==> src/rtl/crc_pkg.sv <==
// -----------------------------------------------------------------------------
// crc_pkg
// Shared definitions for the LUT-CRC table writer and the CRC datapath that
// consumes its tables.
//   - Table geometry (depth, address width, entry width).
//   - State encoding of the table-generator FSM.
//   - Commonly used generator polynomials (implicit x^32 term dropped).
//   - crc_div_step(): one MSB-first division step, shared by every user of
//     the shift-and-conditional-XOR primitive.
// -----------------------------------------------------------------------------
package crc_pkg;

    localparam int TABLE_DEPTH = 256;
    localparam int ENTRY_AW    = 8;
    localparam int CRC_W       = 32;

    // Generator polynomials, x^32 term implicit.
    localparam logic [CRC_W-1:0] POLY_EV27  = 32'h01717F5B;
    localparam logic [CRC_W-1:0] POLY_CRC32 = 32'h04C11DB7;

    // Table generator states.
    typedef enum logic [1:0] {
        ST_IDLE  = 2'd0,
        ST_SHIFT = 2'd1,
        ST_WRITE = 2'd2,
        ST_DONE  = 2'd3
    } gen_state_e;

    // One division step: shift left, fold the polynomial back in when the
    // bit leaving position 31 was set. The departing bit itself is dropped.
    function automatic logic [CRC_W-1:0] crc_div_step(
        input logic [CRC_W-1:0] crc,
        input logic [CRC_W-1:0] poly
    );
        logic [CRC_W-1:0] shifted;
        shifted = {crc[CRC_W-2:0], 1'b0};
        if (crc[CRC_W-1]) begin
            return shifted ^ poly;
        end else begin
            return shifted;
        end
    endfunction

endpackage : crc_pkg

==> src/rtl/crc_bitstep.sv <==
// -----------------------------------------------------------------------------
// crc_bitstep
// Purely combinational single MSB-first CRC division step. Instances are
// chained to process several bits per clock.
// Ports:
//   crc_in   in  32  current remainder
//   poly     in  32  generator polynomial (x^32 implicit)
//   crc_out  out 32  remainder after one step
// -----------------------------------------------------------------------------
module crc_bitstep
    import crc_pkg::*;
(
    input  logic [31:0] crc_in,
    input  logic [31:0] poly,
    output logic [31:0] crc_out
);

    assign crc_out = crc_div_step(crc_in, poly);

endmodule : crc_bitstep

==> src/rtl/crc_table_gen.sv <==
// -----------------------------------------------------------------------------
// crc_table_gen
// Builds the 256-entry, 32-bit, MSB-first CRC lookup table for a polynomial
// chosen at run time and streams the entries into a table RAM through a
// write port with backpressure. Entry b is (b << 24) divided by 8 steps of
// shift-and-conditional-XOR with the polynomial.
//
// Parameters:
//   BITS_PER_CYCLE  division steps per clock; legal values 1, 2, 4, 8
//   CRC_W           entry width, fixed at 32
//
// Ports:
//   clk       in   1   clock
//   rst       in   1   synchronous active-high reset
//   start     in   1   build request, only looked at while idle
//   poly      in  32   polynomial, latched when a build is accepted
//   busy      out  1   high from the cycle after accepted start until DONE left
//   done      out  1   one-cycle pulse after the last write is accepted
//   wr_en     out  1   write request valid
//   wr_ready  in   1   RAM takes the write when wr_en && wr_ready
//   wr_addr   out  8   entry index
//   wr_data   out 32   entry value
//
// Per entry the FSM spends 8/BITS_PER_CYCLE cycles in SHIFT and at least one
// cycle in WRITE; address and data are held in registers so they stay stable
// for as long as the RAM stalls.
// -----------------------------------------------------------------------------
module crc_table_gen
    import crc_pkg::*;
#(
    parameter int BITS_PER_CYCLE = 1,
    parameter int CRC_W          = 32
)
(
    input  logic             clk,
    input  logic             rst,
    input  logic             start,
    input  logic [CRC_W-1:0] poly,
    output logic             busy,
    output logic             done,
    output logic             wr_en,
    input  logic             wr_ready,
    output logic [7:0]       wr_addr,
    output logic [CRC_W-1:0] wr_data
);

    // Number of SHIFT cycles per entry and the step-counter value on the last.
    localparam int         SHIFT_CYCLES = 8 / BITS_PER_CYCLE;
    localparam logic [2:0] LAST_SHIFT   = 3'(SHIFT_CYCLES - 1);
    localparam logic [ENTRY_AW-1:0] LAST_IDX = ENTRY_AW'(TABLE_DEPTH - 1);

    gen_state_e              r_state;
    logic [ENTRY_AW-1:0]     r_idx;
    logic [2:0]              r_step;
    logic [CRC_W-1:0]        r_poly_q;
    logic [CRC_W-1:0]        r_crc;
    logic                    r_busy;
    logic                    r_done;
    logic                    r_wr_en;
    logic [ENTRY_AW-1:0]     r_wr_addr;
    logic [CRC_W-1:0]        r_wr_data;

    // w_chain[0] is the stored remainder, w_chain[k] the remainder after k steps.
    logic [CRC_W-1:0]        w_chain [0:BITS_PER_CYCLE];
    logic                    w_accept;

    assign w_chain[0] = r_crc;

    genvar g;
    generate
        for (g = 0; g < BITS_PER_CYCLE; g++) begin : g_step
            crc_bitstep u_step (
                .crc_in  (w_chain[g]),
                .poly    (r_poly_q),
                .crc_out (w_chain[g+1])
            );
        end
    endgenerate

    assign w_accept = r_wr_en & wr_ready;

    // Table-build FSM with all outputs registered.
    always_ff @(posedge clk) begin
        if (rst) begin
            r_state   <= ST_IDLE;
            r_idx     <= 8'h00;
            r_step    <= 3'd0;
            r_poly_q  <= 32'h0000_0000;
            r_crc     <= 32'h0000_0000;
            r_busy    <= 1'b0;
            r_done    <= 1'b0;
            r_wr_en   <= 1'b0;
            r_wr_addr <= 8'h00;
            r_wr_data <= 32'h0000_0000;
        end else begin
            case (r_state)
                ST_IDLE: begin
                    r_done  <= 1'b0;
                    r_wr_en <= 1'b0;
                    if (start) begin
                        // Entry 0 starts from a zero remainder ({8'h00, 24'h0}).
                        r_poly_q <= poly;
                        r_idx    <= 8'h00;
                        r_crc    <= 32'h0000_0000;
                        r_step   <= 3'd0;
                        r_busy   <= 1'b1;
                        r_state  <= ST_SHIFT;
                    end else begin
                        r_busy  <= 1'b0;
                        r_state <= ST_IDLE;
                    end
                end

                ST_SHIFT: begin
                    r_crc <= w_chain[BITS_PER_CYCLE];
                    if (r_step == LAST_SHIFT) begin
                        // Present the finished entry on the very next cycle.
                        r_step    <= 3'd0;
                        r_wr_en   <= 1'b1;
                        r_wr_addr <= r_idx;
                        r_wr_data <= w_chain[BITS_PER_CYCLE];
                        r_state   <= ST_WRITE;
                    end else begin
                        r_step  <= r_step + 3'd1;
                        r_state <= ST_SHIFT;
                    end
                end

                ST_WRITE: begin
                    if (w_accept) begin
                        r_wr_en <= 1'b0;
                        if (r_idx == LAST_IDX) begin
                            // Last entry taken: the index never wraps.
                            r_done  <= 1'b1;
                            r_state <= ST_DONE;
                        end else begin
                            r_idx   <= r_idx + 8'd1;
                            r_crc   <= {r_idx + 8'd1, 24'h00_0000};
                            r_state <= ST_SHIFT;
                        end
                    end else begin
                        // Stalled: address and data registers simply hold.
                        r_wr_en <= 1'b1;
                        r_state <= ST_WRITE;
                    end
                end

                ST_DONE: begin
                    r_done  <= 1'b0;
                    r_busy  <= 1'b0;
                    r_state <= ST_IDLE;
                end

                default: begin
                    r_done  <= 1'b0;
                    r_busy  <= 1'b0;
                    r_wr_en <= 1'b0;
                    r_state <= ST_IDLE;
                end
            endcase
        end
    end

    assign busy    = r_busy;
    assign done    = r_done;
    assign wr_en   = r_wr_en;
    assign wr_addr = r_wr_addr;
    assign wr_data = r_wr_data;

endmodule : crc_table_gen
==> config.mk <==
export PLATFORM = sky130hd
export DESIGN_NAME = crc_table_gen
export DESIGN_NICKNAME = d
export VERILOG_FILES = /design/src/rtl/crc_pkg.sv /design/src/rtl/crc_bitstep.sv /design/src/rtl/crc_table_gen.sv
export SDC_FILE = /design/constraint.sdc
export NUM_CORES = 1
export LEC_CHECK = 0
export ABC_AREA = 1
export CORE_ASPECT_RATIO = 1.75
export CORE_UTILIZATION = 49
export DETAILED_ROUTE_END_ITERATION = 16
export DONT_BUFFER_PORTS = 1
export GPL_ROUTABILITY_DRIVEN = 0
export SYNTH_ARGS = -nofsm -noshare
export SYNTH_HDL_FRONTEND = slang
export SYNTH_SLANG_ARGS = --single-unit
==> constraint.sdc <==
create_clock -name clk -period 3.7 [get_ports clk]
set_input_delay 0.555 -clock clk [delete_from_list [all_inputs] [get_ports clk]]
set_output_delay 0.555 -clock clk [all_outputs]
set_load 0.05 [all_outputs]
==> results.sh <==
export IMPL_worstPathArrival_ns=2.73
export IMPL_path_clk_slew_ns=0.05
export IMPL_hold_depth=1
export IMPL_ir_worst_vdd_mv=0.358
export IMPL_cts_path_max_buffers=2
export IMPL_initial_core_util=0.501
export IMPL_ys_ff_latch=120
export IMPL_avgViaCountPerCell=5.20
export IMPL_fin_crit_ns=2.38
export IMPL_final_max_slew_viol_count=0
export IMPL_grt_pass1_vias=4111
export IMPL_clk_latency_ns=0.41
export IMPL_avgSynthCellArea_um2=7.34
export IMPL_area_growth_pct=12.0
export IMPL_multiInputGateArea_um2=2310
export IMPL_routedWlPerCell_um=14.6
export IMPL_die_y_um=137
export IMPL_synth_largest_area_cell="dfxtp_1"
export IMPL_grt_setup_unrepaired="false"
export IMPL_cp_num_buf_inv=6
export IMPL_path_cells="inv_1 > ha_1 > buf_4 > nand2_1 > buf_4 > inv_1 > buf_4 > nor2_1 > nor2_1 > o21ai_0 > inv_1"
export IMPL_rows=49
export IMPL_die_w_um=79.3
export IMPL_status="completed"
export IMPL_max_freq_mhz=421
export IMPL_hold_class="input port to register"
export IMPL_n_fill_cell=994
export IMPL_track_usage=0.241
export IMPL_drcViolationCount=0
export IMPL_seq_area_frac_synth=0.469
export IMPL_postSynthCellCount=699
export IMPL_cellPowerDensity_nw_per_um2=562
export IMPL_io_pins=79
export IMPL_root_buffer="clkbuf_16"
export IMPL_finalPower_uw=3230
export IMPL_cp_depth=11
export IMPL_relSlewSlack=0.363
export IMPL_place_ws_ns=1.35
export IMPL_yosysTopAreaCellShare=0.469
export IMPL_tightestPinTransition_ns=0.955
export IMPL_grt_max_degree=63
export IMPL_cts_repair_resized=0
export IMPL_postCtsHoldBufs=0
export IMPL_ys_top_cells_by_area="dfxtp_1, nor2_1, o21ai_0"
export IMPL_place_area_um2=5130
export IMPL_syn_num_nets=742
export IMPL_crit_family="buffers and inverters"
export IMPL_final_setup_viol_count=0
export IMPL_cts_max_level=4
export IMPL_max_stage_delay_ns=0.55
export IMPL_maxCapViolations=0
export IMPL_start_kind="register"
export IMPL_power_leakage_uw=0.00241
export IMPL_gr_total_overflow=0
export IMPL_cp_max_fo=32
export IMPL_final_cell_mix="nor2_1, dfxtp_1, nand2_1, o21ai_0, inv_1"
export IMPL_layout_drive_gt1_share=0.0617
export IMPL_final_common_cell="nor2_1"
export IMPL_cts_sinks=120
export IMPL_drt_iter0_markers=192
export IMPL_antenna_left=0
export IMPL_critPathRequiredTime_ns=4.05
export IMPL_syn_area_um2=5130
export IMPL_skew_ns=0.00564
export IMPL_fin_tns_setup_ns=0
export IMPL_cp_end_kind="register"
export IMPL_setup_slack_ns=1.32
export IMPL_grt_pass1_wl_um=19800
export IMPL_dp_hpwl_um=8170
export IMPL_core_area_um2=10200
export IMPL_numCtsBuffers=17
export IMPL_ys_types=27
export IMPL_post_cts_buffers=0
export IMPL_die_area_um2=10900
export IMPL_cts_tree="done"
export IMPL_cp_slowest_cell="inv_1"
export IMPL_portBuffers=0
export IMPL_path_class="register to register"
export IMPL_dr_pass1_iters=4
export IMPL_layout_nets=727
export IMPL_wirelength_um=12000
export IMPL_seq_area_um2=2400
export IMPL_vias=4283
export IMPL_design_area_um2=5740
export IMPL_post_route_period_util=0.643
export IMPL_antenna_found_initial=0
export IMPL_diodes=0
export IMPL_yosysWarnings=0
export IMPL_hold_viol=0
export IMPL_final_util=0.561
export IMPL_reg2reg_depth=11
## logic make-up (layout without fill, tap and decap cells)
logic type	Yosys count	count (layout)	synth area share
DFF	120	120	0.469
adders and majority gates	7	7	0.0171
AOI/OAI and AO/OA	147	147	0.146
and+or+nand+nor	296	296	0.235
xor gates and xnor gates	31	31	0.0530
buffers and inverters	98	96	0.0810
## state kept, by name, indices dropped and copies added (netlist names)
| signal | cells |
|---|---|
| r_crc | 32 |
| r_poly_q | 32 |
| wr_data | 32 |
| r_idx | 8 |
| wr_addr | 8 |
| r_step | 3 |
| r_state | 2 |
| busy | 1 |
| done | 1 |
| wr_en | 1 |
## Yosys cell counts (all sizes together)
| library cell | number |
|---|---|
| inv | 57 |
| a21oi | 52 |
| nor3 | 2 |
| o211ai | 2 |
| clkinv | 1 |
| o21ai | 89 |
| clkbuf | 23 |
| a311oi | 1 |
| ha | 7 |
| a31oi | 3 |
| dfxtp | 120 |
| nor2 | 149 |
| xnor2 | 27 |
| buf | 17 |
| nand2 | 112 |
| nand3 | 33 |
| xor2 | 4 |
## area by class of cell
cell class              count  share of cell area
clock buffers              23              0.0798
clock inverters             9              0.0257
inverters                  58              0.0381
multi-input cells         481               0.402
flip-flops and latches    120               0.418
well taps                 127              0.0277
repair buffers              6             0.00785
## per-layer routing
layer	track usage	vias up	routed length, µm
met3	0.0728	16	642
met4	0.0960	0	220
met5	0	-	0
met1	0.240	1981	4600
met2	0.454	95	6580
li1	-	2191	-
## final timing paths
kind                           from                 endpoint  slack [ns]
min reg2reg  r_step[1]$_SDFFE_PP0P_   r_step[1]$_SDFFE_PP0P_        0.47
max           r_state[1]$_SDFF_PP0_  wr_data[2]$_SDFFE_PP0P_        1.32
max reg2reg   r_state[1]$_SDFF_PP0_  wr_data[2]$_SDFFE_PP0P_        1.32
min                             rst    r_crc[2]$_SDFFE_PP0P_        0.22
## power breakdown
part | switching, µW | internal (µW)
sequential | 27.5 | 1340
clock | 560 | 1140
combinational | 116 | 45.9
## stage by stage
stage,hold WS [ns],cells
after floorplan,0.443,699
after global placement,0.453,792
after detailed placement,0.464,792
after CTS,0.203,824
after global routing,0.200,824
final,0.222,824
Power figures use the tool's default switching activity.
